[src/rtl/stream_pattern_gen_if.sv]
// Stream bus between the pattern generator (master) and its sink (slave).
// Handshake: a beat transfers on every rising clk edge where m_valid=1 and
// m_ready=1. Once m_valid is raised, m_valid, m_data and m_last hold steady
// until that transfer happens. m_valid never depends combinationally on m_ready.
interface stream_pattern_gen_if #(
    parameter int DATA_W = 32
);
    logic              m_valid;
    logic              m_ready;
    logic [DATA_W-1:0] m_data;
    logic              m_last;

    modport master (output m_valid, output m_data, output m_last, input m_ready);
    modport slave  (input m_valid, input m_data, input m_last, output m_ready);
endinterface

[src/rtl/stream_pattern_gen.sv]
// Packetised counting-pattern source: emits pkt_len beats of an incrementing
// counter, with optional idle cycles after each beat (rate_div) and between
// packets (gap_len). The counter runs on across packets; seed/clear reload it.
module stream_pattern_gen #(
    parameter int DATA_W = 32,
    parameter int LEN_W  = 16,
    parameter int GAP_W  = 16,
    parameter int RATE_W = 5
) (
    input  logic                  clk,
    input  logic                  glbl_rst,
    input  logic                  enable,
    input  logic [LEN_W-1:0]      pkt_len,
    input  logic [GAP_W-1:0]      gap_len,
    input  logic [RATE_W-1:0]     rate_div,
    input  logic [DATA_W-1:0]     seed,
    input  logic                  clear,
    output logic [31:0]           pkt_count,
    output logic                  busy,
    output logic [1:0]            dbg_state,
    stream_pattern_gen_if.master  m
);

    typedef enum logic [1:0] {
        IDLE = 2'd0,
        SEND = 2'd1,
        GAP  = 2'd2
    } state_e;

    state_e              state_q, state_d;
    logic                valid_q, valid_d;
    logic                last_q, last_d;
    logic [DATA_W-1:0]   data_q, data_d;
    logic [31:0]         pkt_q, pkt_d;
    logic [LEN_W-1:0]    len_q, len_d;
    logic [LEN_W-1:0]    beat_q, beat_d;
    logic [RATE_W-1:0]   rate_q, rate_d;
    logic [RATE_W-1:0]   rate_cnt_q, rate_cnt_d;
    logic [GAP_W-1:0]    gap_cnt_q, gap_cnt_d;

    logic                accept;
    logic                start;
    logic [LEN_W-1:0]    eff_len;

    assign accept    = valid_q & m.m_ready;
    // A zero length request still produces a one-beat packet.
    assign eff_len   = (pkt_len == '0) ? LEN_W'(1) : pkt_len;

    assign m.m_valid = valid_q;
    assign m.m_data  = data_q;
    assign m.m_last  = last_q;
    assign pkt_count = pkt_q;
    assign busy      = (state_q != IDLE);
    assign dbg_state = state_q;

    // Next-state logic: packet sequencing, beat pacing and counter advance.
    always_comb begin
        state_d    = state_q;
        valid_d    = valid_q;
        last_d     = last_q;
        data_d     = data_q;
        pkt_d      = pkt_q;
        len_d      = len_q;
        beat_d     = beat_q;
        rate_d     = rate_q;
        rate_cnt_d = rate_cnt_q;
        gap_cnt_d  = gap_cnt_q;
        start      = 1'b0;

        case (state_q)
            IDLE: begin
                if (clear) data_d = seed;
                if (enable) start = 1'b1;
            end
            SEND: begin
                if (accept) begin
                    data_d = data_q + DATA_W'(1);
                    if (last_q) begin
                        pkt_d   = pkt_q + 32'd1;
                        beat_d  = '0;
                        last_d  = 1'b0;
                        valid_d = 1'b0;
                        if (gap_len != '0) begin
                            state_d   = GAP;
                            gap_cnt_d = gap_len;
                        end else if (enable) begin
                            start = 1'b1;
                        end else begin
                            state_d = IDLE;
                        end
                    end else begin
                        beat_d = beat_q + LEN_W'(1);
                        if (rate_q == '0) begin
                            last_d = (beat_q + LEN_W'(1) == len_q - LEN_W'(1));
                        end else begin
                            valid_d    = 1'b0;
                            rate_cnt_d = rate_q;
                        end
                    end
                end else if (!valid_q) begin
                    // Pacing hole after a non-last beat; re-offer on its final cycle.
                    if (rate_cnt_q <= RATE_W'(1)) begin
                        rate_cnt_d = '0;
                        valid_d    = 1'b1;
                        last_d     = (beat_q == len_q - LEN_W'(1));
                    end else begin
                        rate_cnt_d = rate_cnt_q - RATE_W'(1);
                    end
                end
            end
            GAP: begin
                if (clear) data_d = seed;
                if (gap_cnt_q <= GAP_W'(1)) begin
                    gap_cnt_d = '0;
                    if (enable) start = 1'b1;
                    else        state_d = IDLE;
                end else begin
                    gap_cnt_d = gap_cnt_q - GAP_W'(1);
                end
            end
            default: state_d = IDLE;
        endcase

        // Packet start: sample length and pacing once, offer beat 0 next cycle.
        if (start) begin
            state_d    = SEND;
            valid_d    = 1'b1;
            len_d      = eff_len;
            rate_d     = rate_div;
            beat_d     = '0;
            rate_cnt_d = '0;
            last_d     = (eff_len == LEN_W'(1));
        end
    end

    // State register with synchronous reset that abandons any packet in flight.
    always_ff @(posedge clk) begin
        if (glbl_rst) begin
            state_q    <= IDLE;
            valid_q    <= 1'b0;
            last_q     <= 1'b0;
            data_q     <= seed;
            pkt_q      <= '0;
            len_q      <= LEN_W'(1);
            beat_q     <= '0;
            rate_q     <= '0;
            rate_cnt_q <= '0;
            gap_cnt_q  <= '0;
        end else begin
            state_q    <= state_d;
            valid_q    <= valid_d;
            last_q     <= last_d;
            data_q     <= data_d;
            pkt_q      <= pkt_d;
            len_q      <= len_d;
            beat_q     <= beat_d;
            rate_q     <= rate_d;
            rate_cnt_q <= rate_cnt_d;
            gap_cnt_q  <= gap_cnt_d;
        end
    end

endmodule

[src/flat_wrapper.sv]
// flat-port wrapper written by rule: the top's interface ports become plain ports
module stream_pattern_gen_flat 
#(
    parameter int DATA_W = 32,
    parameter int LEN_W  = 16,
    parameter int GAP_W  = 16,
    parameter int RATE_W = 5
)
  (clk, glbl_rst, enable, pkt_len, gap_len, rate_div, seed, clear, pkt_count, busy, dbg_state, m_m_valid, m_m_data, m_m_last, m_m_ready);
  stream_pattern_gen_if #(.DATA_W(DATA_W)) m_i ();
  input  logic clk;
  input  logic glbl_rst;
  input  logic enable;
  input  logic [LEN_W-1:0] pkt_len;
  input  logic [GAP_W-1:0] gap_len;
  input  logic [RATE_W-1:0] rate_div;
  input  logic [DATA_W-1:0] seed;
  input  logic clear;
  output logic [31:0] pkt_count;
  output logic busy;
  output logic [1:0] dbg_state;
  output wire logic [$bits(m_i.m_valid)-1:0] m_m_valid;
  output wire logic [$bits(m_i.m_data)-1:0] m_m_data;
  output wire logic [$bits(m_i.m_last)-1:0] m_m_last;
  input wire logic [$bits(m_i.m_ready)-1:0] m_m_ready;
  assign m_m_valid = m_i.m_valid;
  assign m_m_data = m_i.m_data;
  assign m_m_last = m_i.m_last;
  assign m_i.m_ready = m_m_ready;
  stream_pattern_gen #(.DATA_W(DATA_W), .LEN_W(LEN_W), .GAP_W(GAP_W), .RATE_W(RATE_W)) u_core (.clk(clk), .glbl_rst(glbl_rst), .enable(enable), .pkt_len(pkt_len), .gap_len(gap_len), .rate_div(rate_div), .seed(seed), .clear(clear), .pkt_count(pkt_count), .busy(busy), .dbg_state(dbg_state), .m(m_i));
endmodule
[config.mk]
export PLATFORM = sky130hd
export DESIGN_NAME = stream_pattern_gen_flat
export DESIGN_NICKNAME = d
export VERILOG_FILES = /design/src/rtl/stream_pattern_gen_if.sv /design/src/rtl/stream_pattern_gen.sv /design/src/flat_wrapper.sv
export SDC_FILE = /design/constraint.sdc
export NUM_CORES = 1
export LEC_CHECK = 0
export CORE_MARGIN = 2
export CORE_UTILIZATION = 43
export CTS_BUF_LIST = sky130_fd_sc_hd__clkbuf_8
export DETAILED_ROUTE_END_ITERATION = 8
export GPL_ROUTABILITY_DRIVEN = 1
export PLACE_DENSITY = 0.68
export SYNTH_ARGS = -nofsm -noshare
export SYNTH_HDL_FRONTEND = slang
export SYNTH_SLANG_ARGS = --single-unit
[constraint.sdc]
create_clock -name clk -period 3.7 [get_ports clk]
set_input_delay 0.555 -clock clk [delete_from_list [all_inputs] [get_ports clk]]
set_output_delay 0.555 -clock clk [all_outputs]
set_load 0.05 [all_outputs]
; Word-level counts from Yosys, hierarchy flattened
; Cells that the tools add are included.
[totals]
reg_bits = 126
input_bits = 74
elab_cells = 104
[op_classes]
muxes = 43
reduce_logical = 20
bitwise_logic = 2
n_eq_ne = 20
magnitude_cmp = 2
n_addsub = 6
[ops]
columns = operator, count
row1 = two-way mux 16 bit, 6
row2 = two-way mux 32 bit, 3
row3 = "adder 32 x 1 -> 32 bit, second input constant", 2
row4 = one-hot mux 32 bit (2 select lines), 1
row5 = equality test 16 bit, 2
row6 = one-hot mux 16 bit (2 select lines), 1
row7 = "subtractor 16 x 1 -> 16 bit, second input constant", 2
row8 = two-way mux 5 bit, 5
row9 = two-way mux 1 bit, 20
row10 = "adder 16 x 1 -> 16 bit, second input constant", 1
row11 = "equality test 16 x 1 -> 1 bit, second input constant", 1
row12 = "<= comparator 16 x 1 -> 1 bit, second input constant", 1
row13 = logical NOT 16 bit, 1
row14 = AND reduction 4 bit, 4
row15 = nonzero test 16 bit, 1
row16 = "!= test 3 x 1 -> 1 bit, second input constant", 4
row17 = two-way mux 2 bit, 5
row18 = "!= test 2 x 1 -> 1 bit, second input constant", 5
row19 = AND reduction 3 bit, 3
row20 = "!= test 2 bit, second input constant", 3
row21 = one-hot mux 2 bit (3 select lines), 1
row22 = nonzero test 2 bit, 3
row23 = nonzero test 3 bit, 2
row24 = "<= comparator 5 x 1 -> 1 bit, second input constant", 1
row25 = other kinds (13), 15

; Depth between registers and ports, before layout
[logic_depth]
depth_word = 7
ltp_mapped = 13
mapped_depth_nobuf = 9

; Worst setup path after synthesis
; OpenSTA, ideal clock, no wires.
[synth_path]
path_kind = register -> register
start = register u_core.state_q[0], in the netlist u_core.dbg_state[0]
end = register u_core.data_q[0], in the netlist u_core.m.m_data[0] (enable)
setup_time_ns = 0.428
t_arrival_ns = 2.992
path_stages_with_launch = 7
required_time_ns = 3.272
n_path_buf = 1
synth_period_minus_slack_ns = 3.420
slack_ns = 0.280
cell_sequence = dfxtp_1 -> inv_1 -> ha_1 -> clkbuf_1 -> nor2_1 -> o22ai_1 -> o21bai_1
[synth_between]
elab_chain_len = 4
word_cells_on_any_way = 8
[synth_lines]
columns = item, line_no
row1 = from (decl), stream_pattern_gen.sv:30  ; state_e state_q, state_d;
row2 = from (signal assigned), stream_pattern_gen.sv:150  ; state_q <= state_d;
row3 = equality test 2 bit / logical NOT 2 bit (equally long branches), stream_pattern_gen.sv:70  ; case (state_q)
row4 = OR reduction 2 bit (no source line), --
row5 = != test 3 x 1 -> 1 bit (no source line) / nonzero test 3 bit (equally long branches), --
row6 = AND reduction 3 bit (no source line) *, --
row7 = to (signal assigned), stream_pattern_gen.sv:153  ; data_q <= data_d;
row8 = to (decl), stream_pattern_gen.sv:33  ; logic [DATA_W-1:0] data_q, data_d;
; Mark *: on every way between the ends. The rest lies on a longest branch, timed or not.
; A chain may end at the register's enable or synchronous reset.

; Final worst setup path
[layout_path]
start = register u_core.state_q[1], in the netlist u_core.dbg_state[1]
end = register u_core.pkt_q[31], in the netlist u_core.pkt_count[31]
[layout_between]
elab_chain_len = 2
[layout_lines]
columns = item, line_no
row1 = equality test 2 x 1 -> 1 bit, stream_pattern_gen.sv:70
row2 = AND reduction 3 bit (no source line), --
row3 = to (signal assigned), stream_pattern_gen.sv:154  ; pkt_q <= pkt_d;
row4 = to (decl), stream_pattern_gen.sv:34  ; logic [31:0] pkt_q, pkt_d;
; Every way passes these cells.

==> results_dict.tcl <==
set metrics [dict create \
    worst_setup_path_start_kind "flop" \
    fin_ws_ns 0.804 \
    portBuffers 142 \
    path_class "flop to flop" \
    grt.overflow.total 0 \
    gp_congestion 0.836 \
    synth_top_cells_by_count "141 x nor2_1, 94 x dfxtp_1, 62 x a21oi_1, 61 x xnor2_1, 47 x o21ai_0" \
    synth_area_um2 7220 \
    finalHoldViolations 0 \
    dr.pass1.iters 4 \
    dp_slack_ns 0.562 \
    cts_setup_buffers 0 \
    ys_seq_area_share_pct 39.3 \
    hp-class "flop to flop" \
    fillerInstances 1571 \
    grt_max_degree 58 \
    antenna_cells 0 \
    hpwl_um 13400 \
    yosysWarnings 0 \
    worst_pin_slew_ns 0.717 \
    syn_inst 860 \
    nets 1077 \
    status "finished, final reports clean" \
    clock.fmax_ghz 0.345 \
    dp.cells 1192 \
    synth-seq-cells 126 \
    drt_iter0_markers 367 \
    crit_fanout 10 \
    start_util_pct 43.7 \
    yosys.area.top_type "dfxtp_1" \
    slew_violations 0 \
    grt_pass1_vias 6305 \
    slew_headroom_pct 51.7 \
    grt_use_met3_pct 6.20 \
    synth_fp_nets 946 \
    drc 0 \
    min_period_ns 2.90 \
    cts-root-buf "clkbuf_8" \
    via_per_inst 5.35 \
    synth.most_common_cell "nor2_1" \
    track_usage_pct 21.4 \
    rows 47 \
    syn_area_per_cell_um2 8.40 \
    core_region_area_um2 16500 \
    rsz0062_at_grt "no" \
    synth-async-reset-ratio_pct 0 \
    antenna_left 0 \
    ctsHtreeMaxLevel 4 \
    synth_cell_types 59 \
    ctsHoldBuffers 0 \
    setup_viol 0 \
    cts_sinks 126 \
    routed_wl_um 18600 \
    clock_latency_ns 0.44 \
    cts_made_buffers 17 \
    crit_path_end_kind "flop" \
    drv_cap 0 \
    synth_edf_count 32 \
    wl_per_cell_um 15.2 \
    required_ns 4.07 \
    ctsResizeCount 0 \
    ir_drop_v 0.000213 \
    setup_tns_ns 0 \
    grt_busiest_layer "met2" \
    synth.top_cell.area_share_pct 26.0 \
    powerDensity_nw_per_um2 384 \
    drive_gt1_share_pct 5.58 \
    vias 6547 \
    cts_tree "built" \
    netlist_top_cells_area "dfxtp_1 26%, edfxtp_1 13%, xnor2_1 7.4%, nor2_1 7.3%, a21oi_1 4.3%" \
    worstPathArrival_ns 3.26 \
    io_pins 143 \
    grt_pass1_wl_um 31100 \
    gr-usage-met1_pct 28.0 \
    p_leak_nw 3.25 \
    postLayoutCoreUtil_pct 56.0 \
    fin_skew_ns 0.00889 \
    period_share_pct 78.3 \
    synthToLayoutAreaGrowth_pct 28.1 \
    die-area_um2 17900 \
    clkTransAtPathRegs_ns 0.08 \
    antenna_found_initial 0 \
    clockBufferDepth 2 \
    use_met2_pct 34.9 \
    fp.dieH_um 134 \
    fin_cells 1224 \
    yosys_most_used_dff "dfxtp_1" \
    dieWidth_um 134 \
]
==> layout by cell type, fill, tap and decap left out, drive strengths merged, types with 18 or more instances in the layout <==
master and instances:
xnor2 61, nor2 142, nand4 20, nor4 22, nor3 26, a21oi 62
clkdlybuf4s50 141, mux2i 22, inv 30, dfxtp 94, edfxtp 32, nand2 44
xor2 33, o21ai 49, clkbuf 21, nand3 35, and3 23, a22oi 18
==> per-stage QoR <==
stage          total power, W  hold WS (ns)  cell area (µm²)
3_5_place_dp          0.00236         0.480             8850
5_1_grt               0.00370         0.519             9250
4_1_cts               0.00358         0.493             9250
6_report              0.00355         0.490             9250
3_3_place_gp          0.00235         0.476             8850
2_1_floorplan         0.00209         0.457             7220
==> layout make-up <==
cell class                 count  area (µm²)  area share (%)
multi-input combinational    666        4120            44.5
clock buffer                  21         289            3.12
tap                          220         275            2.98
sequential                   126        2840            30.7
inverter                      27         101            1.10
clock inverter                11         115            1.24
timing repair buffer         153        1510            16.3
==> routing by layer <==
metal  routed length, µm  share of wire [%]  up-vias
met5                   0                  0        -
met4                 201                1.1        0
met3                1180                6.3       16
met2                8510                 46      155
met1                8740                 47     3056
li1                    -                  -     3320
==> final timing paths <==
check,from,to,slack (ns),cells after the start
worst min register to register,u_core.gap_cnt_q[10],u_core.gap_cnt_q[10],0.49,2
worst max register to register,u_core.dbg_state[1],u_core.pkt_count[31],0.80,8
worst min-delay path,u_core.gap_cnt_q[10],u_core.gap_cnt_q[10],0.49,2
worst max-delay path,u_core.dbg_state[1],u_core.pkt_count[31],0.80,8
==> power by group <==
| part | internal [W] | switching, W |
|---|---|---|
| combinational | 0.000314 | 0.000441 |
| sequential | 0.00149 | 0.0000809 |
| clock | 0.000664 | 0.000554 |
==> logic make-up (layout without fill, tap and decap cells) <==
family	after synthesis	count (layout)	synth area share, %
XOR/XNOR	96	96	12.0
flip-flops	126	126	39.3
buffers and inverters	68	212	3.90
multiplexers	24	24	3.36
AND/OR/NAND/NOR	370	370	25.8
adder cells (fa/ha/maj)	12	12	2.08
AO/OA/AOI/OAI	164	164	13.5
==> worst max-delay path, stage by stage, from the launching register on <==
cell	delay, ns
dfxtp_1	0.38
inv_1	0.10
ha_1	0.36
and4_1	0.44
and4_1	0.35
and3_1	0.34
nand4_1	0.29
or3_1	0.42
a21oi_1	0.14
==> registers in the layout, indices dropped and copies added, names as in the netlist, 2 cells and up <==
name / count
u_core.rate_q: 5
u_core.m.m_data: 32
u_core.len_q: 16
u_core.beat_q: 16
u_core.gap_cnt_q: 16
u_core.dbg_state: 2
u_core.pkt_count: 32
u_core.rate_cnt_q: 5
Power figures use the tool's default switching activity.
